## src/rtl/button_event_ctrl.sv

```systemverilog
// Egg-timer button front end: debouncer sample strobe, per-button press/hold FSMs,
// and one valid/ready event port. Define BTN_AUTO_REPEAT_EN for auto-repeat events.
module button_event_ctrl #(
  parameter int N_BTN        = 4,
  parameter int TICK_DIV     = 100000,
  parameter int LONG_TICKS   = 100,
  parameter int REPEAT_TICKS = 20,
  localparam int ID_W        = (N_BTN > 1) ? $clog2(N_BTN) : 1
) (
  input  logic             clk,
  input  logic             reset,
  output logic             sample_en,
  input  logic [N_BTN-1:0] db_level,
  output logic             evt_valid,
  output logic [ID_W-1:0]  evt_id,
  output logic [1:0]       evt_type,
  input  logic             evt_ready,
  output logic             evt_overrun
);

  localparam int MAX_TICKS = (LONG_TICKS > REPEAT_TICKS) ? LONG_TICKS : REPEAT_TICKS;
  localparam int CW        = $clog2(MAX_TICKS + 1);
  localparam int PW        = $clog2(TICK_DIV);

  // Pending-bit index equals the event type code.
  localparam int T_PRESS = 0;
  localparam int T_REL   = 1;
  localparam int T_LONG  = 2;
`ifdef BTN_AUTO_REPEAT_EN
  localparam int T_REP   = 3;
  localparam logic [3:0] TYPE_MASK = 4'b1111;
`else
  localparam logic [3:0] TYPE_MASK = 4'b0111;
`endif

  typedef enum logic [1:0] {S_IDLE, S_PRESSED, S_HELD} state_t;

  logic [PW-1:0] presc_reg;
  logic          sample_reg;
  logic          eval_reg;

  // sample_reg is decoded one count early so it is high exactly while count == TICK_DIV-1.
  always_ff @(posedge clk or posedge reset) begin
    if (reset) begin
      presc_reg  <= '0;
      sample_reg <= 1'b0;
      eval_reg   <= 1'b0;
    end else begin
      presc_reg  <= (presc_reg == PW'(TICK_DIV - 1)) ? '0 : presc_reg + 1'b1;
      sample_reg <= (presc_reg == PW'(TICK_DIV - 2));
      eval_reg   <= sample_reg;
    end
  end

  assign sample_en = sample_reg;

  logic [N_BTN-1:0][3:0] pend_vec;
  logic [N_BTN-1:0][3:0] set_vec;
  logic [N_BTN-1:0][3:0] clr_vec;

  logic            arb_any;
  logic            arb_active;
  logic            arb_load;
  logic [ID_W-1:0] arb_id;
  logic [1:0]      arb_type;
  logic [3:0]      arb_pend;
  logic [3:0]      arb_onehot;
  logic            ovr_hit;

  generate
    for (genvar gi = 0; gi < N_BTN; gi++) begin : g_btn
      state_t        state_reg;
      logic [CW-1:0] cnt_reg;
      logic [CW-1:0] cnt_inc;
      logic [3:0]    set_now;
      logic [3:0]    pend_reg;

      assign cnt_inc = (cnt_reg == CW'(MAX_TICKS)) ? cnt_reg : cnt_reg + 1'b1;

      always_comb begin
        set_now = '0;
        if (eval_reg) begin
          case (state_reg)
            S_IDLE:
              if (db_level[gi]) set_now[T_PRESS] = 1'b1;
            S_PRESSED:
              if (!db_level[gi]) set_now[T_REL] = 1'b1;
              else if (cnt_inc == CW'(LONG_TICKS)) set_now[T_LONG] = 1'b1;
            S_HELD:
              if (!db_level[gi]) set_now[T_REL] = 1'b1;
`ifdef BTN_AUTO_REPEAT_EN
              else if (cnt_inc == CW'(REPEAT_TICKS)) set_now[T_REP] = 1'b1;
`endif
            default: ;
          endcase
        end
      end

      // FSM transitions follow the decoded events so state and pending bits never disagree.
      always_ff @(posedge clk or posedge reset) begin
        if (reset) begin
          state_reg <= S_IDLE;
          cnt_reg   <= '0;
          pend_reg  <= '0;
        end else begin
          pend_reg <= ((pend_reg & ~clr_vec[gi]) | set_now) & TYPE_MASK;
          if (eval_reg) begin
            case (state_reg)
              S_IDLE:
                if (set_now[T_PRESS]) begin
                  state_reg <= S_PRESSED;
                  cnt_reg   <= '0;
                end
              S_PRESSED:
                if (set_now[T_REL]) begin
                  state_reg <= S_IDLE;
                  cnt_reg   <= '0;
                end else if (set_now[T_LONG]) begin
                  state_reg <= S_HELD;
                  cnt_reg   <= '0;
                end else begin
                  cnt_reg <= cnt_inc;
                end
              S_HELD:
                if (set_now[T_REL]) begin
                  state_reg <= S_IDLE;
                  cnt_reg   <= '0;
                end
`ifdef BTN_AUTO_REPEAT_EN
                else if (set_now[T_REP]) begin
                  cnt_reg <= '0;
                end else begin
                  cnt_reg <= cnt_inc;
                end
`endif
              default: begin
                state_reg <= S_IDLE;
                cnt_reg   <= '0;
              end
            endcase
          end
        end
      end

      assign set_vec[gi]  = set_now;
      assign pend_vec[gi] = pend_reg;
      assign clr_vec[gi]  = (arb_load && (arb_id == ID_W'(gi))) ? arb_onehot : 4'b0000;
    end
  endgenerate

  // Lowest button wins; within it press > long > repeat > release.
  always_comb begin
    arb_any  = 1'b0;
    arb_id   = '0;
    for (int b = N_BTN - 1; b >= 0; b--) begin
      if (|pend_vec[b]) begin
        arb_any = 1'b1;
        arb_id  = ID_W'(b);
      end
    end
    arb_pend = pend_vec[arb_id];
    if (arb_pend[0])      arb_type = 2'd0;
    else if (arb_pend[2]) arb_type = 2'd2;
    else if (arb_pend[3]) arb_type = 2'd3;
    else                  arb_type = 2'd1;
    arb_onehot = 4'b0001 << arb_type;
  end

  assign arb_active = !evt_valid || evt_ready;
  assign arb_load   = arb_active && arb_any;
  assign ovr_hit    = |(set_vec & pend_vec & ~clr_vec);

  always_ff @(posedge clk or posedge reset) begin
    if (reset) begin
      evt_valid   <= 1'b0;
      evt_id      <= '0;
      evt_type    <= 2'd0;
      evt_overrun <= 1'b0;
    end else begin
      if (arb_active) begin
        evt_valid <= arb_any;
        if (arb_any) begin
          evt_id   <= arb_id;
          evt_type <= arb_type;
        end
      end
      if (ovr_hit) evt_overrun <= 1'b1;
    end
  end

endmodule

```

## config.mk

```make
export PLATFORM = sky130hd
export DESIGN_NAME = button_event_ctrl
export DESIGN_NICKNAME = d
export VERILOG_FILES = /design/src/rtl/button_event_ctrl.sv
export SDC_FILE = /design/constraint.sdc
export NUM_CORES = 1
export LEC_CHECK = 0
export ABC_CLOCK_PERIOD_IN_PS = 3280
export CAP_MARGIN = 20
export CORE_MARGIN = 2
export CORE_UTILIZATION = 55
export DETAILED_ROUTE_END_ITERATION = 10
export GPL_TIMING_DRIVEN = 0
export MAX_ROUTING_LAYER = met4
export PLACE_DENSITY = 0.76
export SYNTH_ARGS = -nofsm -noshare
export SYNTH_HDL_FRONTEND = slang
export SYNTH_SLANG_ARGS = --single-unit
```

## constraint.sdc

```tcl
create_clock -name clk -period 3.28 [get_ports clk]
set_input_delay 0.656 -clock clk [delete_from_list [all_inputs] [get_ports clk]]
set_output_delay 0.656 -clock clk [all_outputs]
set_load 0.05 [all_outputs]
```

# == Word level (Yosys, flattened, before mapping) ==
# Index checks and enable logic that the tools add are counted.
# word_totals
ff_bits,73
output_inout_bits,7
wordCells,198
# classes
add_sub_neg,5
n_lt_le_gt_ge,1
n_eq_ne,33
n_shift,1
mux,94
bitwise_logic,15
n_reduce_logical,30
# op_table
cell,count
$mux W7,20
$pmux W7 S3,4
$eq A7 B7 Y1 const B,8
$mux W2,23
$eq A17 B17 Y1 const B,2
$mux W1,32
$add A7 B1 Y7 const B,4
$pmux W2 S3,4
$mux W4,5
$add A17 B1 Y17 const B,1
$mux W17,1
$and A15 B16 Y16,1
$ne A2 B2 Y1 const B,8
$not A16 Y16,1
$reduce_and A4 Y1,4
$reduce_or A16 Y1,1
$and A15 B15 Y15,1
$and A3 B3 Y3,4
$eq A2 B2 Y1 const B,6
$mux W3,4
$ne A3 B3 Y1 const B,4
$not A3 Y3,4
$or A3 B3 Y3,4
$reduce_and A3 Y1,4
other kinds (11),29

# == Longest topological paths before layout ==
# logic_depth
word_depth,15
ltp_mapped,9

# == Worst setup path after synthesis ==
# OpenSTA, ideal clock, no wires.
# synth_timing
path_type,reg-to-reg
startpoint,reg g_btn[1].cnt_reg[0]
endpoint,reg g_btn[1].state_reg[0]
t_arrival_ns,2.232
required_time_ns,3.153
path_slack_ns,0.921
stages_incl_launch_ff,9
path_buffers,1
period_less_slack_ns,2.359
path_cell_list,dfrtp_1 > ha_1 > and3_4 > xor2_1 > a211o_1 > o41a_1 > buf_6 > nor2_4 > mux2_1
# synth_between
elab_chain_len,9
# synth_rtl
item,line,source
from (decl),73,logic [CW-1:0] cnt_reg;
from (signal assigned),122,cnt_reg <= cnt_inc;
$add A7 B1 Y7 or $eq A7 B7 Y1 (tied branches),78,assign cnt_inc = (cnt_reg == CW'(MAX_TICKS)) ? cnt_reg : cnt_reg + 1'b1;
$mux W7 (*),78,
$eq A7 B7 Y1 (*),88,else if (cnt_inc == CW'(LONG_TICKS)) set_now[T_LONG] = 1'b1;
$mux W1 (*),88,
$mux W1 (*),87,if (!db_level[gi]) set_now[T_REL] = 1'b1;
$mux W1 (*),83,case (state_reg)
$mux W3 (*),82,if (eval_reg) begin
$ne A3 B3 Y1 (no source line) (*),--,
$reduce_and A4 Y1 (no source line) (*),--,
to (signal assigned),102,state_reg <= S_IDLE;
to (signal assigned),111,state_reg <= S_PRESSED;
to (signal assigned),116,state_reg <= S_IDLE;
to (decl),72,state_t state_reg;
# Mark *: on every way between the ends. The rest lies on a longest branch, timed or not.
# A chain may end at the register's enable or synchronous reset.

# == Final worst setup path ==
# Ends and elaborated chain as after synthesis.

==> impl_metrics.env <==
export IMPL_seq_area_um2=1827
export IMPL_hold_path_class="reg -> reg"
export IMPL_largest_register_ff_count=28
export IMPL_synth_seq_cells=73
export IMPL_syn_area_um2=4482
export IMPL_overflow=0
export IMPL_hold_viol=0
export IMPL_final_cell_count_no_fill=635
export IMPL_drt_drc_violations_left=0
export IMPL_cts_resized=0
export IMPL_yosys_area_top_type_share_pct=40.76
export IMPL_avgSynthCellArea_um2=8.892
export IMPL_clkTransAtPathRegs_ns=0.09
export IMPL_syn2layout_area_growth_pct=9.827
export IMPL_ys_seq_area_share_pct=40.76
export IMPL_groute_usage_overall_pct=23.81
export IMPL_slew_viol_final=0
export IMPL_maxSlewHeadroom_pct=42.94
export IMPL_slowest_delay_ns=0.46
export IMPL_drtIter0Drc=181
export IMPL_regToRegStartpoint="g_btn[1].cnt_reg[0]"
export IMPL_die_area_um2=8887
export IMPL_hp_start="sample_en"
export IMPL_antenna_found_initial=0
export IMPL_cts_root_buf="clkbuf_8"
export IMPL_viasPerCell=5.898
export IMPL_maxCapViolCount=0
export IMPL_postCtsHoldBufs=0
export IMPL_start_util_pct=57.40
export IMPL_die_height_um=94.27
export IMPL_finalCritPeriodShare_pct=77.04
export IMPL_synth_ff_type="dfrtp_1"
export IMPL_rsz0062_at_grt="false"
export IMPL_wirelength_mm=9.220
export IMPL_leakage_nw=2.220
export IMPL_die_x_um=94.27
export IMPL_cts_tree="yes"
export IMPL_cp_cell_sequence="ha_1 -> and3_4 -> xor2_1 -> a211o_1 -> o41a_1 -> buf_6 -> nor2_4 -> mux2_1"
export IMPL_fillers=659
export IMPL_place_gp_congestion=0.9384
export IMPL_io_buffers=13
export IMPL_antennaDiodeCount=0
export IMPL_synthArstFlopShare_pct=100.0
export IMPL_yosysWarnings=0
export IMPL_cp_end_kind="register"
export IMPL_synthCells=504
export IMPL_setup_violations=0
export IMPL_path_max_fanout=9
export IMPL_multi_input_area_um2=2460
export IMPL_first_pass_iters=5
export IMPL_required_ns=3.52
export IMPL_post_cts_buffers=0
export IMPL_power_density_nw_per_um2=321.5
export IMPL_grt_pass1_wl_mm=16.49
export IMPL_cts_sinks=73
export IMPL_synth_edf_count=0
export IMPL_nets=557
export IMPL_ys_types=72
export IMPL_vias=3745
export IMPL_cp_arrival_ns=2.76
export IMPL_finClkSkew_ns=0.01449
export IMPL_synth_nets=533
export IMPL_synth_area_leaders="dfrtp_1 41%, ha_1 6.1%, nand2_1 5.9%"
export IMPL_start_kind="register"
export IMPL_cts_path_max_buffers=2
export IMPL_fin_crit_ns=2.527
export IMPL_drive_gt1_share_pct=9.006
export IMPL_core_um2=7807
export IMPL_status="completed"
export IMPL_worst_pin_slew_ns=0.8559
export IMPL_setup_worst_path_start="g_btn[1].cnt_reg[0]"
export IMPL_cp_slowest_cell="dfrtp_1"
export IMPL_max_freq_ghz=0.3957
export IMPL_clock_latency_ns=0.36
export IMPL_ir_drop_mv=0.2633
export IMPL_grt_pass1_vias=3599
export IMPL_pin_count=14
export IMPL_yosys_area_top_type="dfrtp_1"
export IMPL_critPathKind="reg -> reg"
export IMPL_dpl_hpwl_mm=6.634
export IMPL_cts_buffers=9
export IMPL_dp_cells=619
export IMPL_ant_nets=0
export IMPL_num_rows=32
export IMPL_grt_max_degree=74
export IMPL_cts_htree_levels=3
export IMPL_tns_ns=0
export IMPL_wl_per_cell_um=14.52
==> synthesized netlist by cell type (4+ instances only) <==
| master | instances |
|---|---|
| a21oi_1 | 23 |
| a31oi_1 | 12 |
| and2_1 | 6 |
| and3_1 | 12 |
| clkbuf_1 | 8 |
| dfrtp_1 | 73 |
| ha_1 | 22 |
| inv_1 | 29 |
| mux2_2 | 4 |
| nand2_1 | 71 |
| nand2b_1 | 7 |
| nand3_1 | 32 |
| nand4_1 | 11 |
| nor2_1 | 34 |
| nor3_1 | 8 |
| nor3b_1 | 5 |
| o211ai_1 | 4 |
| o21ai_0 | 31 |
| o31ai_1 | 6 |
| or4_1 | 4 |
| xnor2_1 | 13 |
| xor2_1 | 11 |
==> critical path, delay by kind of cell, from the launching register on <==
kind,cells,cell delay [ns]
AOI/OAI and AO/OA,2,0.71
xor gates and xnor gates,1,0.14
adders and majority gates,1,0.31
buffers and inverters,1,0.15
DFF,1,0.46
muxes,1,0.33
and+or+nand+nor,2,0.31
==> final timing paths <==
kind                                         end  slack [ns]  cells after the start
min reg2reg                             eval_reg        0.42                      0
min                                     eval_reg        0.42                      0
max reg2reg                g_btn[1].state_reg[0]        0.75                      8
min in group asynchronous    g_btn[2].cnt_reg[3]        0.84                      2
max                        g_btn[1].state_reg[0]        0.75                      8
max in group asynchronous    g_btn[0].cnt_reg[0]        1.89                      2
==> through the flow <==
stage	area (um^2)	hold slack [ns]	setup WS, ns	utilization [%]	power, mW
final	4922	0.4194	0.7530	63.04	1.582
after detailed placement	4742	0.3963	0.5891	60.74	0.9492
after global placement	4740	0.4000	-0.4205	60.71	0.9484
after floorplan	4482	0.4541	0.7707	-	0.9339
after CTS	4922	0.4155	0.7586	63.04	1.601
after global routing	4922	0.4353	0.6015	63.04	1.637
==> cell type report <==
class | instances | area share [%]
Sequential cell | 73 | 37.11
Inverter | 29 | 2.262
Multi-Input combinational cell | 387 | 49.97
Clock buffer | 10 | 2.796
Timing Repair Buffer | 13 | 2.644
Clock inverter | 6 | 0.8643
Buffer | 15 | 1.754
Tap cell | 102 | 2.593
==> layer usage <==
layer / wire, um / track usage (%) / share of wire [%] / up-vias
met1: 4606 / 33.49 / 50 / 1790
met3: 327 / 3.371 / 3.5 / 11
li1: - / - / - / 1868
met2: 4155 / 35.60 / 45 / 76
met4: 131 / 8.213 / 1.4 / 0
met5: 0 / - / 0 / -
==> layout by cell type, fill, tap and decap left out, drive strengths merged, types with 3 or more instances in the layout <==
cell | Yosys | layout
a211oi | 3 | 3
a21o | 3 | 3
a21oi | 25 | 25
a31o | 3 | 3
a31oi | 12 | 12
and2 | 7 | 7
and3 | 14 | 14
buf | 6 | 6
clkbuf | 9 | 19
clkdlybuf4s50 | 0 | 13
clkinv | 0 | 3
dfrtp | 73 | 73
ha | 22 | 22
inv | 29 | 30
mux2 | 5 | 5
nand2 | 71 | 71
nand2b | 7 | 7
nand3 | 33 | 33
nand4 | 11 | 11
nand4b | 3 | 3
nor2 | 35 | 35
nor3 | 8 | 8
nor3b | 5 | 5
nor4 | 4 | 4
o211ai | 5 | 5
o21a | 3 | 3
o21ai | 31 | 31
o221ai | 3 | 3
o31ai | 6 | 6
o41ai | 3 | 3
or2 | 4 | 4
or3 | 3 | 3
or4 | 5 | 5
xnor2 | 13 | 13
xor2 | 11 | 11
==> cells by family (layout without fill, tap and decap cells) <==
group	Yosys count	in the layout	synth area share (%)
AND/OR/NAND/NOR	217	217	24.76
AO/OA/AOI/OAI	117	117	17.59
flip-flops	73	73	40.76
buffers and inverters	44	73	4.355
XOR/XNOR	24	24	4.690
adder cells (fa/ha/maj)	22	22	6.142
multiplexers	7	7	1.703
==> power breakdown <==
group / switching, mW / total [mW] / internal (mW)
Clock: 0.356 / 0.653 / 0.296
Combinational: 0.0221 / 0.0307 / 0.00862
Sequential: 0.0000000000000000380 / 0.899 / 0.899
No activity file was read; power rests on OpenSTA's default activity.
